===== src/rtl/ccff_loader_pkg.sv =====
// Shared state encoding, CRC-16 constants and the serial CRC step function
// used by the configuration-chain loader.
package ccff_loader_pkg;

  typedef enum logic [1:0] {
    ST_IDLE   = 2'd0,
    ST_LOAD   = 2'd1,
    ST_VERIFY = 2'd2,
    ST_DONE   = 2'd3
  } ccff_state_e;

  localparam logic [15:0] CRC16_POLY = 16'h1021;
  localparam logic [15:0] CRC16_INIT = 16'hFFFF;

  // One bit of an MSB-first CRC-16 register update.
  function automatic logic [15:0] crc16_step(input logic [15:0] crc, input logic din);
    logic fb;
    fb = crc[15] ^ din;
    return {crc[14:0], 1'b0} ^ (fb ? CRC16_POLY : 16'h0000);
  endfunction

endpackage


===== src/rtl/ccff_crc16_serial.sv =====
// One-bit-per-cycle CRC-16 accumulator with synchronous clear and enable.
// crc_next exposes the value the register would take if din were consumed this cycle.
module ccff_crc16_serial
  import ccff_loader_pkg::*;
(
  input  logic        clk,
  input  logic        rst_n,
  input  logic        clr,
  input  logic        en,
  input  logic        din,
  output logic [15:0] crc,
  output logic [15:0] crc_next
);

  logic [15:0] crc_q;
  logic [15:0] crc_d;

  always_comb begin
    crc_next = crc16_step(crc_q, din);
    if (clr) begin
      crc_d = CRC16_INIT;
    end else if (en) begin
      crc_d = crc_next;
    end else begin
      crc_d = crc_q;
    end
  end

  always_ff @(posedge clk or negedge rst_n) begin
    if (!rst_n) begin
      crc_q <= CRC16_INIT;
    end else begin
      crc_q <= crc_d;
    end
  end

  assign crc = crc_q;

endmodule


===== src/rtl/ccff_chain_loader.sv =====
// Serial configuration-chain driver: parallel words in, LSB-first bits out on ccff_head.
// Define CCFF_READBACK_EN to add a circulating CRC-16 readback check after the load.
module ccff_chain_loader
  import ccff_loader_pkg::*;
#(
  parameter int CHAIN_LEN = 48,
  parameter int DATA_W    = 8
) (
  input  logic              prog_clk,
  input  logic              pReset,
  input  logic              start,
  input  logic [DATA_W-1:0] cfg_data,
  input  logic              cfg_valid,
  output logic              cfg_ready,
  output logic              ccff_head,
  output logic              ccff_shift_en,
  input  logic              ccff_tail,
  output logic              busy,
  output logic              done,
  output logic              verify_fail
);

  localparam int CNT_W  = $clog2(CHAIN_LEN + 1);
  localparam int REM_W  = $clog2(DATA_W);
  localparam int TAKE_W = $clog2(DATA_W + 1);
  localparam int MW     = (CNT_W > TAKE_W) ? CNT_W : TAKE_W;

  localparam logic [MW-1:0]    CHAIN_LEN_M = MW'(CHAIN_LEN);
  localparam logic [MW-1:0]    DATA_W_M    = MW'(DATA_W);
  localparam logic [CNT_W-1:0] CHAIN_LEN_C = CNT_W'(CHAIN_LEN);
  localparam logic [CNT_W-1:0] LAST_IDX    = CNT_W'(CHAIN_LEN - 1);

  ccff_state_e       state_q, state_d;
  logic [CNT_W-1:0]  bit_cnt_q, bit_cnt_d;
  logic [CNT_W-1:0]  acc_q, acc_d;
  logic [REM_W-1:0]  word_rem_q, word_rem_d;
  logic [DATA_W-1:0] sreg_q, sreg_d;
  logic              head_q, head_d;
  logic              shift_en_q, shift_en_d;
  logic              ready_q, ready_d;
  logic              busy_q, busy_d;
  logic              done_q, done_d;

  logic              accept_s;
  logic              start_ok_s;
  logic              last_shift_s;
  logic [MW-1:0]     left_s;
  logic [MW-1:0]     take_s;

  // The final word only contributes the bits still missing from the chain.
  always_comb begin
    accept_s     = (state_q == ST_LOAD) && cfg_valid && ready_q;
    start_ok_s   = (state_q == ST_IDLE) && start;
    last_shift_s = shift_en_q && (bit_cnt_q == LAST_IDX);
    left_s       = CHAIN_LEN_M - MW'(acc_q);
    take_s       = (left_s > DATA_W_M) ? DATA_W_M : left_s;
  end

`ifdef CCFF_READBACK_EN
  logic crc_fail_s;
`endif

  always_comb begin
    state_d    = state_q;
    bit_cnt_d  = bit_cnt_q;
    acc_d      = acc_q;
    word_rem_d = word_rem_q;
    sreg_d     = sreg_q;
    head_d     = 1'b0;
    shift_en_d = 1'b0;
    case (state_q)
      ST_IDLE: begin
        if (start) begin
          state_d    = ST_LOAD;
          bit_cnt_d  = '0;
          acc_d      = '0;
          word_rem_d = '0;
        end else begin
          state_d = ST_IDLE;
        end
      end
      ST_LOAD: begin
        if (shift_en_q) begin
          bit_cnt_d = bit_cnt_q + CNT_W'(1);
        end else begin
          bit_cnt_d = bit_cnt_q;
        end
        // A new word can land on the same edge the previous word's last bit leaves.
        if (accept_s) begin
          head_d     = cfg_data[0];
          sreg_d     = cfg_data >> 1;
          shift_en_d = 1'b1;
          word_rem_d = REM_W'(take_s - MW'(1));
          acc_d      = acc_q + CNT_W'(take_s);
        end else if (shift_en_q && (word_rem_q != '0)) begin
          head_d     = sreg_q[0];
          sreg_d     = sreg_q >> 1;
          shift_en_d = 1'b1;
          word_rem_d = word_rem_q - REM_W'(1);
        end else begin
          head_d     = 1'b0;
          shift_en_d = 1'b0;
        end
        if (last_shift_s) begin
`ifdef CCFF_READBACK_EN
          state_d    = ST_VERIFY;
          bit_cnt_d  = '0;
          shift_en_d = 1'b1;
`else
          state_d    = ST_DONE;
`endif
        end else begin
          state_d = ST_LOAD;
        end
      end
      ST_VERIFY: begin
`ifdef CCFF_READBACK_EN
        bit_cnt_d  = bit_cnt_q + CNT_W'(1);
        shift_en_d = 1'b1;
        if (last_shift_s) begin
          state_d    = ST_DONE;
          shift_en_d = 1'b0;
        end else begin
          state_d = ST_VERIFY;
        end
`else
        state_d = ST_IDLE;
`endif
      end
      ST_DONE: begin
        state_d = ST_IDLE;
      end
      default: begin
        state_d = ST_IDLE;
      end
    endcase
    ready_d = (state_d == ST_LOAD) && (acc_d != CHAIN_LEN_C) &&
              (!shift_en_d || (word_rem_d == '0));
    busy_d  = (state_d == ST_LOAD) || (state_d == ST_VERIFY);
    done_d  = (state_d == ST_DONE);
  end

  always_ff @(posedge prog_clk or negedge pReset) begin
    if (!pReset) begin
      state_q    <= ST_IDLE;
      bit_cnt_q  <= '0;
      acc_q      <= '0;
      word_rem_q <= '0;
      sreg_q     <= '0;
      head_q     <= 1'b0;
      shift_en_q <= 1'b0;
      ready_q    <= 1'b0;
      busy_q     <= 1'b0;
      done_q     <= 1'b0;
    end else begin
      state_q    <= state_d;
      bit_cnt_q  <= bit_cnt_d;
      acc_q      <= acc_d;
      word_rem_q <= word_rem_d;
      sreg_q     <= sreg_d;
      head_q     <= head_d;
      shift_en_q <= shift_en_d;
      ready_q    <= ready_d;
      busy_q     <= busy_d;
      done_q     <= done_d;
    end
  end

  assign cfg_ready     = ready_q;
  assign ccff_shift_en = shift_en_q;
  assign busy          = busy_q;
  assign done          = done_q;

`ifdef CCFF_READBACK_EN
  logic [15:0] crc_load_s;
  logic [15:0] unused_crc_load_next_s;
  logic [15:0] unused_crc_tail_s;
  logic [15:0] crc_tail_next_s;
  logic        verify_fail_q, verify_fail_d;

  ccff_crc16_serial u_crc_load (
    .clk      (prog_clk),
    .rst_n    (pReset),
    .clr      (start_ok_s),
    .en       ((state_q == ST_LOAD) && shift_en_q),
    .din      (head_q),
    .crc      (crc_load_s),
    .crc_next (unused_crc_load_next_s)
  );

  ccff_crc16_serial u_crc_tail (
    .clk      (prog_clk),
    .rst_n    (pReset),
    .clr      (start_ok_s),
    .en       (state_q == ST_VERIFY),
    .din      (ccff_tail),
    .crc      (unused_crc_tail_s),
    .crc_next (crc_tail_next_s)
  );

  // Compare against the tail CRC including the bit returning on the final verify cycle.
  always_comb begin
    crc_fail_s = (crc_load_s != crc_tail_next_s);
    if (start_ok_s) begin
      verify_fail_d = 1'b0;
    end else if ((state_q == ST_VERIFY) && last_shift_s) begin
      verify_fail_d = crc_fail_s;
    end else begin
      verify_fail_d = verify_fail_q;
    end
  end

  always_ff @(posedge prog_clk or negedge pReset) begin
    if (!pReset) begin
      verify_fail_q <= 1'b0;
    end else begin
      verify_fail_q <= verify_fail_d;
    end
  end

  // During readback the chain is closed into a loop so it ends up in its loaded state.
  assign ccff_head   = (state_q == ST_VERIFY) ? ccff_tail : head_q;
  assign verify_fail = verify_fail_q;
`else
  logic unused_tail_s;
  logic unused_start_ok_s;
  assign unused_tail_s     = ccff_tail;
  assign unused_start_ok_s = start_ok_s;
  assign ccff_head         = head_q;
  assign verify_fail       = 1'b0;
`endif

endmodule


===== config.mk =====
export PLATFORM = sky130hd
export DESIGN_NAME = ccff_chain_loader
export DESIGN_NICKNAME = d
export VERILOG_FILES = /design/src/rtl/ccff_loader_pkg.sv /design/src/rtl/ccff_crc16_serial.sv /design/src/rtl/ccff_chain_loader.sv
export SDC_FILE = /design/constraint.sdc
export NUM_CORES = 1
export LEC_CHECK = 0
export ABC_AREA = 1
export BUFFER_PORTS_ARGS = -buffer_cell sky130_fd_sc_hd__buf_4
export CAP_MARGIN = 10
export CORE_AREA = 4 4 74 59
export DETAILED_ROUTE_END_ITERATION = 10
export DIE_AREA = 0 0 78 63
export PLACE_DENSITY_LB_ADDON = 0.15
export SYNTH_ARGS = -nofsm -noshare
export SYNTH_HDL_FRONTEND = slang
export SYNTH_SLANG_ARGS = --single-unit

===== constraint.sdc =====
create_clock -name prog_clk -period 3.35 [get_ports prog_clk]
set_clock_uncertainty 0.15 [all_clocks]
set_input_delay 0.8375 -clock prog_clk [delete_from_list [all_inputs] [get_ports prog_clk]]
set_output_delay 0.8375 -clock prog_clk [all_outputs]
set_load 0.1 [all_outputs]

After elaboration in Yosys (flattened, before gate mapping)
Index checks and enable logic that the tools add are counted.
Widths: inputs -> output; s select.

operators by class
  $add $sub $neg = 5
  multipliers = 0
  divide/modulo/power cells = 0
  magnitude comparators = 1
  eq/ne operators = 10
  shift-type cells = 0
  mux-type cells = 22
  bitwise logic cells = 0
  reductions and logical operators = 17

operators with widths
  operator             number
  $mux 6               5
  $pmux 6 s2           2
  $mux 8               2
  $mux 3               3
  $eq 2x2->1 const B   4
  $mux 1               7
  $add 6x1->6 const B  1
  $add 6x6->6          1
  $eq 6x6->1 const B   1
  $gt 6x4->1 const B   1
  $logic_and 1x1->1    6
  $ne 6x6->1 const B   1
  $pmux 2 s3           1
  $pmux 3 s2           1
  $sub 3x1->3 const B  2
  $sub 6x6->6 const A  1
  $eq 2x1->1 const B   2
  $ne 2x2->1 const B   2
  $reduce_bool 2->1    2
  $logic_not 3->1      1
  $reduce_and 3->1     1
  $reduce_bool 3->1    1
  $logic_not 2->1      1
  $logic_or 1x1->1     2
  other kinds (4)      4

word-level totals
  bits in registers = 30
  latch bits = 0
  memory bits (writable) = 0
  ROM bits = 0
  output and inout port bits = 6
  memories kept = 0

Longest topological paths before layout
Gate-level depths: netlist (run 1).

  depth after elaboration = 9
  depth in mapped cells = 23

Worst setup path after synthesis (run 1)
OpenSTA, ideal clock, no wires.

  path type = register to register
  from = register acc_q[1]
  to = register ready_q, in the netlist cfg_ready
  setup time = 0.119 ns
  arrival = 2.172 ns
  setup slack = 0.909 ns
  stages on the path, launching flop included = 21
  path buffers = 0
  cell sequence = dfrtp_1 > inv_1 > ha_1 > inv_1 > nand2_1 > nand3_1 > nand3_2 > nand2_4 > inv_4 > nand2_4 > nor2_1 > ha_1 > nand4_2 > nand2_1 > nand2_1 > nand2_1 > nand2_1 > nand2_1 > nand2_2 > nor2_2 > a21oi_2

between the ends
  word-level cells in the longest chain between the ends = 9

ends and longest elaborated chain
  item                                                          RTL line                                            RTL
  start, declared                                               ccff_chain_loader.sv:35                             logic [CNT_W-1:0] acc_q, acc_d;
  start signal, assigned                                        ccff_chain_loader.sv:147                            acc_q <= '0;
  start signal, assigned                                        ccff_chain_loader.sv:158                            acc_q <= acc_d;
  $sub 6x6->6                                                   ccff_chain_loader.sv:55                             left_s = CHAIN_LEN_M - MW'(acc_q);
  $gt 6x4->1                                                    ccff_chain_loader.sv:56                             take_s = (left_s > DATA_W_M) ? DATA_W_M : left_s;
  $mux 6                                                        ccff_chain_loader.sv:56
  $add 6x6->6 / $sub 3x1->3 (equally long branches)             ccff_chain_loader.sv:94, ccff_chain_loader.sv:93
  $mux 6 / $mux 3 (equally long branches)                       ccff_chain_loader.sv:89                             if (accept_s) begin
  $pmux 6 s2 / $pmux 3 s2 (equally long branches)               ccff_chain_loader.sv:71                             case (state_q)
  $ne 6x6->1 / $logic_not 3->1 (equally long branches)          ccff_chain_loader.sv:137, ccff_chain_loader.sv:138
  $logic_and 1x1->1 / $logic_or 1x1->1 (equally long branches)  ccff_chain_loader.sv:137, ccff_chain_loader.sv:138
  $logic_and 1x1->1 *                                           ccff_chain_loader.sv:137                            ready_d = (state_d == ST_LOAD) && (acc_d != CHAIN_LEN_C) &&
  net ready_d                                                   ccff_chain_loader.sv:40                             logic ready_q, ready_d;
  end signal, assigned                                          ccff_chain_loader.sv:163                            ready_q <= ready_d;
  end, declared                                                 ccff_chain_loader.sv:40

Mark *: on every way through the listed nets, which the timed path passes. The rest lies on a longest branch.
A chain may end at the register's enable or synchronous reset.

Final worst setup path (run 1)
Same ends and word-level chain as after synthesis.

==> run_results.csv, run 1 <==
group,metric,value,unit
worst_setup_path,cp_cell_sequence,"inv_1, ha_1, inv_1, nand2_1, nand3_1, nand3_2, nand2_4, inv_4, nand2_4, nor2_1, ha_1, nand4_2, nand2_1, nand2_1, nand2_1, nand2_1, nand2_1, nand2_2, nor2_2, a21oi_2",
power_and_ir_drop,p_int,1.04,mW
place,port_buffers,16,
worst_setup_path,slowest_stage,"dfrtp_1",
floorplanning,io_pins,19,
job,drv_cap,0,
detailed_routing,first_pass_iters,4,
yosys,synth_area,1910,um2
clock_tree,htree_levels,2,
power_and_ir_drop,power.density,966,nW/um2
power_and_ir_drop,total_power,2.09,mW
worst_setup_path,rrSetupSlack,560,ps
yosys,syn-num-nets,271,
place,gp_congestion,0.900,
power_and_ir_drop,p_sw_frac,0.503,
layout,final_common_cell,"nand2_1",
detailed_routing,vias,1605,
detailed_routing,drc,0,
clock_tree,cts_resized,0,
timing,final_hold_viol_count,0,
power_and_ir_drop,power_frac_seq,0.282,
clock_tree,cts_root_buf,"clkbuf_8",
power_and_ir_drop,pwr-share-comb,0.584,
global_route,globalRoute.totalOverflow,0,
yosys,ys_seq_area_frac,0.380,
worst_setup_path,cp.arrival,2800,ps
timing,min_period_over_period,0.833,
worst_setup_path,critPathCapture,"cfg_ready$_DFF_PN0_",
worst_setup_path,reg2reg_depth,20,
global_route,grt_pass1_wl,6.88,mm
timing,period_needed,2790,ps
clock_tree,hold_buffers,0,
timing,setup_viol,0,
clock_tree,clock_path_buffers,2,
power_and_ir_drop,power.leakage,1.19,nW
yosys,yosysWarnings,0,
clock_tree,clkLatencyLatePin,270,ps
layout,drive_above_1_share,0.220,
worst_setup_path,worst_path_most_repeated_cell,"nand2_1",
detailed_routing,drt_iter0_markers,69,
clock_tree,cts_made_buffers,5,
yosys,ys_seq_elements,29,
worst_setup_path,worst_setup_path_start_kind,"flop",
layout,diodes,0,
timing,rsz0062_at_grt,"no",
power_and_ir_drop,p_sw,1.05,mW
worst_setup_path,r2r_start,"acc_q[1]$_DFF_PN0_",
floorplanning,dieArea,4910,um2
yosys,postSynthAreaPerCell,7.73,um2
worst_setup_path,required,3360,ps
power_and_ir_drop,power_frac_clock,0.134,
worst_setup_path,worstSetupEndpointType,"flop",
floorplanning,core-area,3590,um2
layout,layout_common_cells,"nand2_1 (65), inv_1 (39), dfrtp_1 (29)",
global_route,grt_util_all_layers,0.175,
outcome,status,"complete, no violations",
yosys,synth_cell_types,29,
detailed_routing,routedWlPerCell,12.1,um
floorplanning,die_y,63,um
timing,max_freq,0.358,GHz
timing,finalSetupTns,0,ps
worst_setup_path,worstSetupPathType,"reg2reg",
worst_setup_path,worstReg2RegEnd,"cfg_ready$_DFF_PN0_",
timing,drv_slew,0,
floorplanning,start_util,0.532,
detailed_routing,avgViaCountPerCell,5.02,
yosys,syn_inst,247,
worst_setup_path,cp_max_fo,5,
worst_setup_path,critical-path-max-stage-delay,440,ps
layout,final_nets,292,
floorplanning,die_x,78,um
hold_path,hp-class,"in2async",
layout,area_delta_synth_final,13.4,%
floorplanning,row_count,19,
global_route,grt_antenna_before_repair,0,
global_route,grt_pass1_vias,1489,
detailed_routing,ant_nets,0,
clock_tree,cts.sink_count,29,
clock_tree,cts_tree,"yes",
clock_tree,path_clk_slew,60,ps
clock_tree,post_cts_buffers,0,
worst_setup_path,startpoint,"acc_q[1]$_DFF_PN0_",
detailed_routing,routed_wl,3.88,mm
global_route,grt_max_degree,30,
power_and_ir_drop,ir_drop,0.521,mV
place,dp_hpwl,3.08,mm
-- synthesized netlist by cell type --
library cell  count  share of area
ha_1             11          0.072
o21ai_0          11          0.029
a22oi_1           1         0.0039
nor2_8            2          0.021
nand4_2           1         0.0066
nor2_1            8          0.016
inv_4             2         0.0066
nand3b_2          1         0.0059
buf_4             2         0.0079
nor2_2            3         0.0098
o21ai_2           3          0.014
nor3_1            5          0.013
o211ai_1          3          0.012
inv_2             6          0.012
nand2_2           8          0.026
dfrtp_1          29           0.38
o221ai_1          3          0.014
nor2_4            2          0.012
nand3_2           3          0.016
nand4_1           4          0.013
a21oi_1          10          0.026
o21ai_1           1         0.0026
nand2_4           3          0.018
conb_1            1         0.0020
a21oi_2           3          0.014
nand2_1          65           0.13
clkinv_1          1         0.0020
inv_1            39          0.077
nand3_1          16          0.042
-- worst max-delay path: cells and delay by family (launching register included) --
family	cells	cell delay [ps]
compound gates	1	70
buf+inv	3	260
flops	1	440
fa+ha+maj	2	570
simple gates	14	1180
-- kinds of logic (layout without fill, tap and decap cells) --
| family | Yosys count | in the layout | synth area share |
|---|---|---|---|
| compound gates | 35 | 35 | 0.115 |
| fa+ha+maj | 11 | 11 | 0.0721 |
| buf+inv | 50 | 71 | 0.105 |
| flops | 29 | 29 | 0.380 |
| other cells | 1 | 1 | 0.00196 |
| simple gates | 121 | 121 | 0.326 |
-- per-stage QoR --
| stage | hold slack, ps | utilization | setup slack (ps) | instances | cell area (um2) |
|---|---|---|---|---|---|
| global route | 354 | 0.603 | 298 | 320 | 2170 |
| finish | 327 | 0.603 | 559 | 320 | 2170 |
| global placement | 323 | 0.579 | 614 | 313 | 2080 |
| floorplan | 302 | - | 909 | 247 | 1910 |
| detailed placement | 330 | 0.579 | 567 | 313 | 2080 |
| CTS | 336 | 0.603 | 549 | 320 | 2170 |
-- power by group through the flow --
stage          Sequential (mW)  Clock (mW)  Combinational, mW
5_1_grt                  0.611       0.303               1.37
4_1_cts                  0.590       0.287               1.23
6_report                 0.591       0.280               1.22
3_5_place_dp             0.596           0               1.22
3_3_place_gp             0.592           0               1.20
2_1_floorplan            0.714           0              0.856
-- per-layer routing --
| layer | up-vias | share of wire | GRT usage |
|---|---|---|---|
| li1 | 825 | - | - |
| met1 | 739 | 0.52 | 0.262 |
| met2 | 37 | 0.42 | 0.260 |
| met3 | 4 | 0.061 | 0.0447 |
| met4 | 0 | 0.0059 | 0.0197 |
| met5 | - | 0 | 0 |
-- worst min path at each step --
stage	cells after the start	slack, ps	startpoint	to
finish	1	330	pReset	sreg_q[1]$_DFFE_PN0P_
global route	1	350	pReset	acc_q[2]$_DFF_PN0_
CTS	1	340	pReset	cfg_ready$_DFF_PN0_
detailed placement	2	330	sreg_q[0]$_DFFE_PN0P_	sreg_q[0]$_DFFE_PN0P_
global placement	2	320	sreg_q[0]$_DFFE_PN0P_	sreg_q[0]$_DFFE_PN0P_
floorplan	2	300	sreg_q[0]$_DFFE_PN0P_	sreg_q[0]$_DFFE_PN0P_
-- registers in the layout, summed over array words and instances, names as in the netlist, 2 cells and up --
name,flops
word_rem_q,3
acc_q,6
sreg_q,7
bit_cnt_q,6
state_q,2
-- area by class of cell --
cell class                      count  area [um2]
Sequential cell                    29         726
Multi-Input combinational cell    168         983
Timing Repair Buffer               16         120
Fill cell                         323        1420
Inverter                           48         185
Tap cell                           52        65.1
Clock buffer                        7        86.3
(Power assumes the default switching activity.)
==> inputs of run 2 (changes only) <==
clock period = 2.7 ns   (was 3.35 ns; I/O delays follow)
==> run_results.csv, run 2 (same netlist as run 1, synthesis figures left out) <==
group,metric,value,unit
timing,drv_slew,0,
power_and_ir_drop,power_frac_seq,0.268,
clock_tree,path_clk_slew,60,ps
place,gp_congestion,0.946,
layout,layout_common_cells,"nand2_1 (59), inv_1 (35), dfrtp_1 (29)",
power_and_ir_drop,power_frac_clock,0.129,
worst_setup_path,worst_setup_path_start_kind,"flop",
layout,diodes,0,
global_route,grt_antenna_before_repair,0,
global_route,globalRoute.totalOverflow,0,
layout,fill_cells,302,
power_and_ir_drop,power.leakage,1.27,nW
layout,area_delta_synth_final,23.7,%
worst_setup_path,cp_max_fo,4,
job,drv_cap,0,
hold_path,hp-class,"in2async",
floorplanning,row_count,19,
worst_setup_path,required,2750,ps
layout,top_regs,"sreg_q (7), acc_q (6), bit_cnt_q (6)",
detailed_routing,ant_nets,0,
worst_setup_path,cp.arrival,2600,ps
layout,drive_above_1_share,0.324,
timing,final_hold_viol_count,0,
layout,final_nets,305,
clock_tree,cts_root_buf,"clkbuf_8",
layout,final_area,2360,um2
global_route,grt_util_all_layers,0.181,
floorplanning,die_y,63,um
global_route,grt_max_degree,30,
timing,setup_viol,0,
clock_tree,htree_levels,2,
outcome,status,"complete, no violations",
clock_tree,clkLatencyLatePin,280,ps
place,dp_hpwl,3.18,mm
detailed_routing,routed_wl,4.20,mm
place,placedCellCount,321,
detailed_routing,avgViaCountPerCell,4.97,
detailed_routing,drt-met1-wl,2.14,mm
floorplanning,io_pins,19,
clock_tree,cts_made_buffers,5,
floorplanning,die_x,78,um
clock_tree,clock_path_buffers,2,
layout,largest_register_ffs,7,
detailed_routing,drc,0,
detailed_routing,wl_met2,1.84,mm
power_and_ir_drop,power.density,1170,nW/um2
layout,instances_no_fill,333,
power_and_ir_drop,p_sw_frac,0.502,
timing,period_needed,2560,ps
worst_setup_path,worstSetupPathType,"reg2reg",
floorplanning,core-area,3590,um2
power_and_ir_drop,pwr-share-comb,0.603,
timing,max_freq,0.391,GHz
clock_tree,cts.sink_count,29,
detailed_routing,routedWlPerCell,12.6,um
place,place_area,2140,um2
floorplanning,dieArea,4910,um2
detailed_routing,wl_met3,205,um
detailed_routing,topRoutingLayerUsed,"met4",
layout,final_common_cell,"nand2_1",
floorplanning,start_util,0.532,
global_route,grt_pass1_wl,7.12,mm
clock_tree,cts_tree,"yes",
detailed_routing,drt_iter0_markers,129,
power_and_ir_drop,ir_drop,0.611,mV
layout,top_register,"sreg_q",
timing,min_period_over_period,0.947,
worst_setup_path,worstSetupEndpointType,"flop",
global_route,grt_pass1_vias,1540,
detailed_routing,first_pass_iters,5,
power_and_ir_drop,p_int,1.38,mW
place,port_buffers,16,
power_and_ir_drop,p_sw,1.39,mW
detailed_routing,vias,1656,
==> run 2: cell types whose count changed in the layout (fill, tap and decap cells not counted), moves of 2 or more <==
| cell | before | now |
|---|---|---|
| nand3_1 | 16 | 14 |
| nand2_1 | 65 | 59 |
| inv_1 | 39 | 35 |
| nand2_2 | 8 | 14 |
| ha_2 | 0 | 2 |
| ha_1 | 11 | 7 |
| buf_4 | 16 | 27 |
| ha_4 | 0 | 2 |
| nor2_2 | 3 | 1 |
| o21ai_2 | 3 | 5 |
| nor2_4 | 2 | 5 |
| inv_2 | 6 | 9 |
| o21ai_0 | 11 | 9 |
| buf_6 | 0 | 2 |
==> run 2: worst paths after layout <==
check	endpoint	cells past startpoint	from	slack [ps]
worst max-delay path	cfg_ready$_DFF_PN0_	22	acc_q[1]$_DFF_PN0_	140
worst min-delay path	sreg_q[4]$_DFFE_PN0P_	1	pReset	160
worst max register to register	cfg_ready$_DFF_PN0_	22	acc_q[1]$_DFF_PN0_	140
worst min register to register	sreg_q[0]$_DFFE_PN0P_	2	sreg_q[0]$_DFFE_PN0P_	340
max in group asynchronous	acc_q[4]$_DFF_PN0_	1	pReset	1970
min in group prog_clk	sreg_q[0]$_DFFE_PN0P_	2	sreg_q[0]$_DFFE_PN0P_	340
==> run 2: worst max-delay path, stage by stage (launching register included) <==
cell	delay, ps
dfrtp_1	400
inv_2	100
ha_4	180
inv_4	40
nand2_2	70
nand3_2	80
nand3_2	80
nand2_4	90
inv_4	70
nand2_4	70
nor2_4	120
buf_4	120
ha_2	160
inv_2	50
nand2_2	70
nand3_2	80
nand2_2	70
nand2_1	50
nand2_1	60
nand2_1	50
nand2_2	90
nor2_4	50
a21oi_2	150
==> run 2: what timing repair did <==
| action | 4_1_cts | 5_1_grt |
|---|---|---|
| hold buffers | 0 | 0 |
| setup buffers | 0 | 5 |
| endpoints found under the setup margin | 0 | 3 |
| resized for setup | 0 | 29 |
==> run 2: metal layers <==
metal  GRT usage  vias to the layer above
li1            -                      855
met1       0.280                      762
met2       0.255                       35
met3      0.0447                        4
met4      0.0306                        0
met5           0                        -
==> run 2: area by class of cell <==
type / count / area, um2 / share of cell area
inverter: 48 / 188 / 0.0795
multi-input combinational: 168 / 1070 / 0.454
tap: 52 / 65.1 / 0.0276
clock buffer: 7 / 86.3 / 0.0366
timing repair buffer: 29 / 225 / 0.0954
sequential: 29 / 726 / 0.307
==> run 2: power by group through the flow <==
stage,combinational [mW],sequential (mW),clock (mW)
2_1_floorplan,1.06,0.885,0
3_3_place_gp,1.52,0.732,0
3_5_place_dp,1.55,0.736,0
4_1_cts,1.56,0.730,0.360
5_1_grt,1.88,0.760,0.387
6_report,1.67,0.740,0.357
==> run 2: metrics by stage <==
step | total power [mW] | hold slack (ps) | worst slack, ps | setup TNS [ps] | utilization
6_report | 2.76 | 160 | 143 | 0 | 0.658
5_1_grt | 3.02 | 186 | -29.5 | -29.5 | 0.658
4_1_cts | 2.65 | 172 | 44.4 | 0 | 0.620
3_5_place_dp | 2.28 | 331 | 61.6 | 0 | 0.596
3_3_place_gp | 2.25 | 322 | 101 | 0 | 0.596
2_1_floorplan | 1.95 | 229 | 259 | 0 | -
==> inputs of run 3 (changes only) <==
CTS_BUF_LIST = sky130_fd_sc_hd__clkbuf_8   (was default)
==> run_results.csv, run 3 (same netlist as run 1, synthesis figures left out) <==
group,metric,value,unit
power_and_ir_drop,ir_drop,0.611,mV
power_and_ir_drop,power_frac_clock,0.128,
global_route,grt_antenna_before_repair,0,
detailed_routing,routedWlPerCell,12.7,um
global_route,grt_pass1_vias,1540,
worst_setup_path,rrSetupSlack,150,ps
worst_setup_path,required,2750,ps
floorplanning,io_pins,19,
layout,regArea,726,um2
power_and_ir_drop,p_sw,1.39,mW
clock_tree,htree_levels,2,
timing,drv_slew,0,
detailed_routing,first_pass_iters,5,
layout,utilization,0.658,
layout,top_regs,"sreg_q (7), acc_q (6), bit_cnt_q (6)",
layout,multiInputGateArea,1070,um2
hold_path,hp-class,"in2async",
worst_setup_path,cp_max_fo,4,
place,gp_congestion,0.946,
clock_tree,clkLatencyLatePin,280,ps
timing,final_hold_viol_count,0,
clock_tree,cts_tree,"yes",
layout,drive_above_1_share,0.324,
timing,final.setup.worst_slack,149,ps
global_route,busiest_layer,"met1",
power_and_ir_drop,p_int,1.37,mW
worst_setup_path,worstSetupPathType,"reg2reg",
worst_setup_path,reg2reg_depth,22,
worst_setup_path,cp_cell_sequence,"inv_2, ha_4, inv_4, nand2_2, nand3_2, nand3_2, nand2_4, inv_4, nand2_4, nor2_4, buf_4, ha_2, inv_2, nand2_2, nand3_2, nand2_2, nand2_1, nand2_1, nand2_1, nand2_2, nor2_4, a21oi_2",
worst_setup_path,critical-path-max-stage-delay,400,ps
detailed_routing,ant_nets,0,
detailed_routing,vias,1669,
job,drv_cap,0,
global_route,grt_pass1_wl,7.12,mm
detailed_routing,avgViaCountPerCell,5.01,
floorplanning,row_count,19,
timing,min_period_over_period,0.945,
global_route,met2_usage,0.255,
layout,top_register,"sreg_q",
power_and_ir_drop,power.leakage,1.27,nW
timing,max_freq,0.392,GHz
layout,final_common_cell,"nand2_1",
worst_setup_path,worstSetupEndpointType,"flop",
detailed_routing,drc,0,
global_route,grt_util_all_layers,0.181,
clock_tree,path_clk_slew,60,ps
floorplanning,start_util,0.532,
global_route,globalRoute.totalOverflow,0,
worst_setup_path,r2r_start,"acc_q[1]$_DFF_PN0_",
worst_setup_path,worstReg2RegEnd,"cfg_ready$_DFF_PN0_",
worst_setup_path,startpoint,"acc_q[1]$_DFF_PN0_",
place,port_buffers,16,
floorplanning,die_x,78,um
layout,final_nets,305,
floorplanning,dieArea,4910,um2
timing,setup_viol,0,
power_and_ir_drop,power_frac_seq,0.268,
global_route,grt_use_met1,0.280,
power_and_ir_drop,pwr-share-comb,0.604,
outcome,status,"complete, no violations",
worst_setup_path,slowest_stage,"dfrtp_1",
layout,largest_register_ffs,7,
place,dp_hpwl,3.18,mm
power_and_ir_drop,p_sw_frac,0.503,
layout,area_delta_synth_final,23.7,%
power_and_ir_drop,power.density,1170,nW/um2
worst_setup_path,worst_path_most_repeated_cell,"nand2_2",
place,placedCellCount,321,
clock_tree,cts_root_buf,"clkbuf_8",
layout,fill_cells,302,
global_route,grt_max_degree,30,
clock_tree,clock_path_buffers,2,
layout,diodes,0,
floorplanning,die_y,63,um
layout,instances_no_fill,333,
place,dp_slack,61.6,ps
power_and_ir_drop,total_power,2.76,mW
worst_setup_path,worst_setup_path_start_kind,"flop",
timing,period_needed,2550,ps
detailed_routing,routed_wl,4.23,mm
clock_tree,hold_buffers,0,
floorplanning,core-area,3590,um2
worst_setup_path,cp.arrival,2600,ps
clock_tree,cts.sink_count,29,
detailed_routing,drt_iter0_markers,128,
layout,layout_common_cells,"nand2_1 (59), inv_1 (36), dfrtp_1 (29)",
global_route,gr-usage-met3,0.0447,
clock_tree,cts_made_buffers,5,
[run 3: cell count changes in the layout (fill, tap and decap cells not counted), sizes merged]
| cell | delta |
|---|---|
| inv | +1 |
| clkbuf | -1 |
[run 3: cell type report]
type	instances	area share
clock inverter	1	0.00159
inverter	48	0.0795
clock buffer	6	0.0350
sequential	29	0.307
tap	52	0.0276
multi-input combinational	168	0.454
timing repair buffer	29	0.0954
[run 3: worst max path at each step]
stage | endpoint | slack (ps) | cells past startpoint
detailed placement | cfg_ready$_DFF_PN0_ | 60 | 20
global route | cfg_ready$_DFF_PN0_ | -30 | 22
global placement | cfg_ready$_DFF_PN0_ | 100 | 19
finish | cfg_ready$_DFF_PN0_ | 150 | 22
CTS | cfg_ready$_DFF_PN0_ | 40 | 20
floorplan | cfg_ready$_DFF_PN0_ | 260 | 20
[run 3: power groups by stage]
stage / sequential, mW / combinational (mW) / clock (mW)
finish: 0.740 / 1.67 / 0.354
CTS: 0.730 / 1.56 / 0.356
global route: 0.760 / 1.88 / 0.384
detailed placement: 0.736 / 1.55 / 0
global placement: 0.732 / 1.52 / 0
floorplan: 0.885 / 1.06 / 0
[run 3: metrics by stage]
step / hold WS [ps] / TNS (ps) / cell area (um2)
5_1_grt: 186 / -29.6 / 2360
4_1_cts: 172 / 0 / 2230
2_1_floorplan: 229 / 0 / 1910
6_report: 160 / 0 / 2360
3_3_place_gp: 322 / 0 / 2140
3_5_place_dp: 331 / 0 / 2140
[run 3: layer usage]
metal	vias up	routed length, um
met5	-	0
met4	0	19
met3	4	218
met2	42	1870
met1	768	2130
li1	855	-
[run 3: critical path, delay by kind of cell (launching register included)]
kind / cells / cell delay, ps
flip-flops: 1 / 400
AND/OR/NAND/NOR: 14 / 1040
adder cells (fa/ha/maj): 2 / 340
buffers and inverters: 5 / 390
AO/OA/AOI/OAI: 1 / 150
[run 3: timing repair]
| action | 4_1_cts | 5_1_grt |
|---|---|---|
| setup endpoints to repair | 0 | 3 |
| resized for setup | 0 | 29 |
| setup buffers | 0 | 5 |
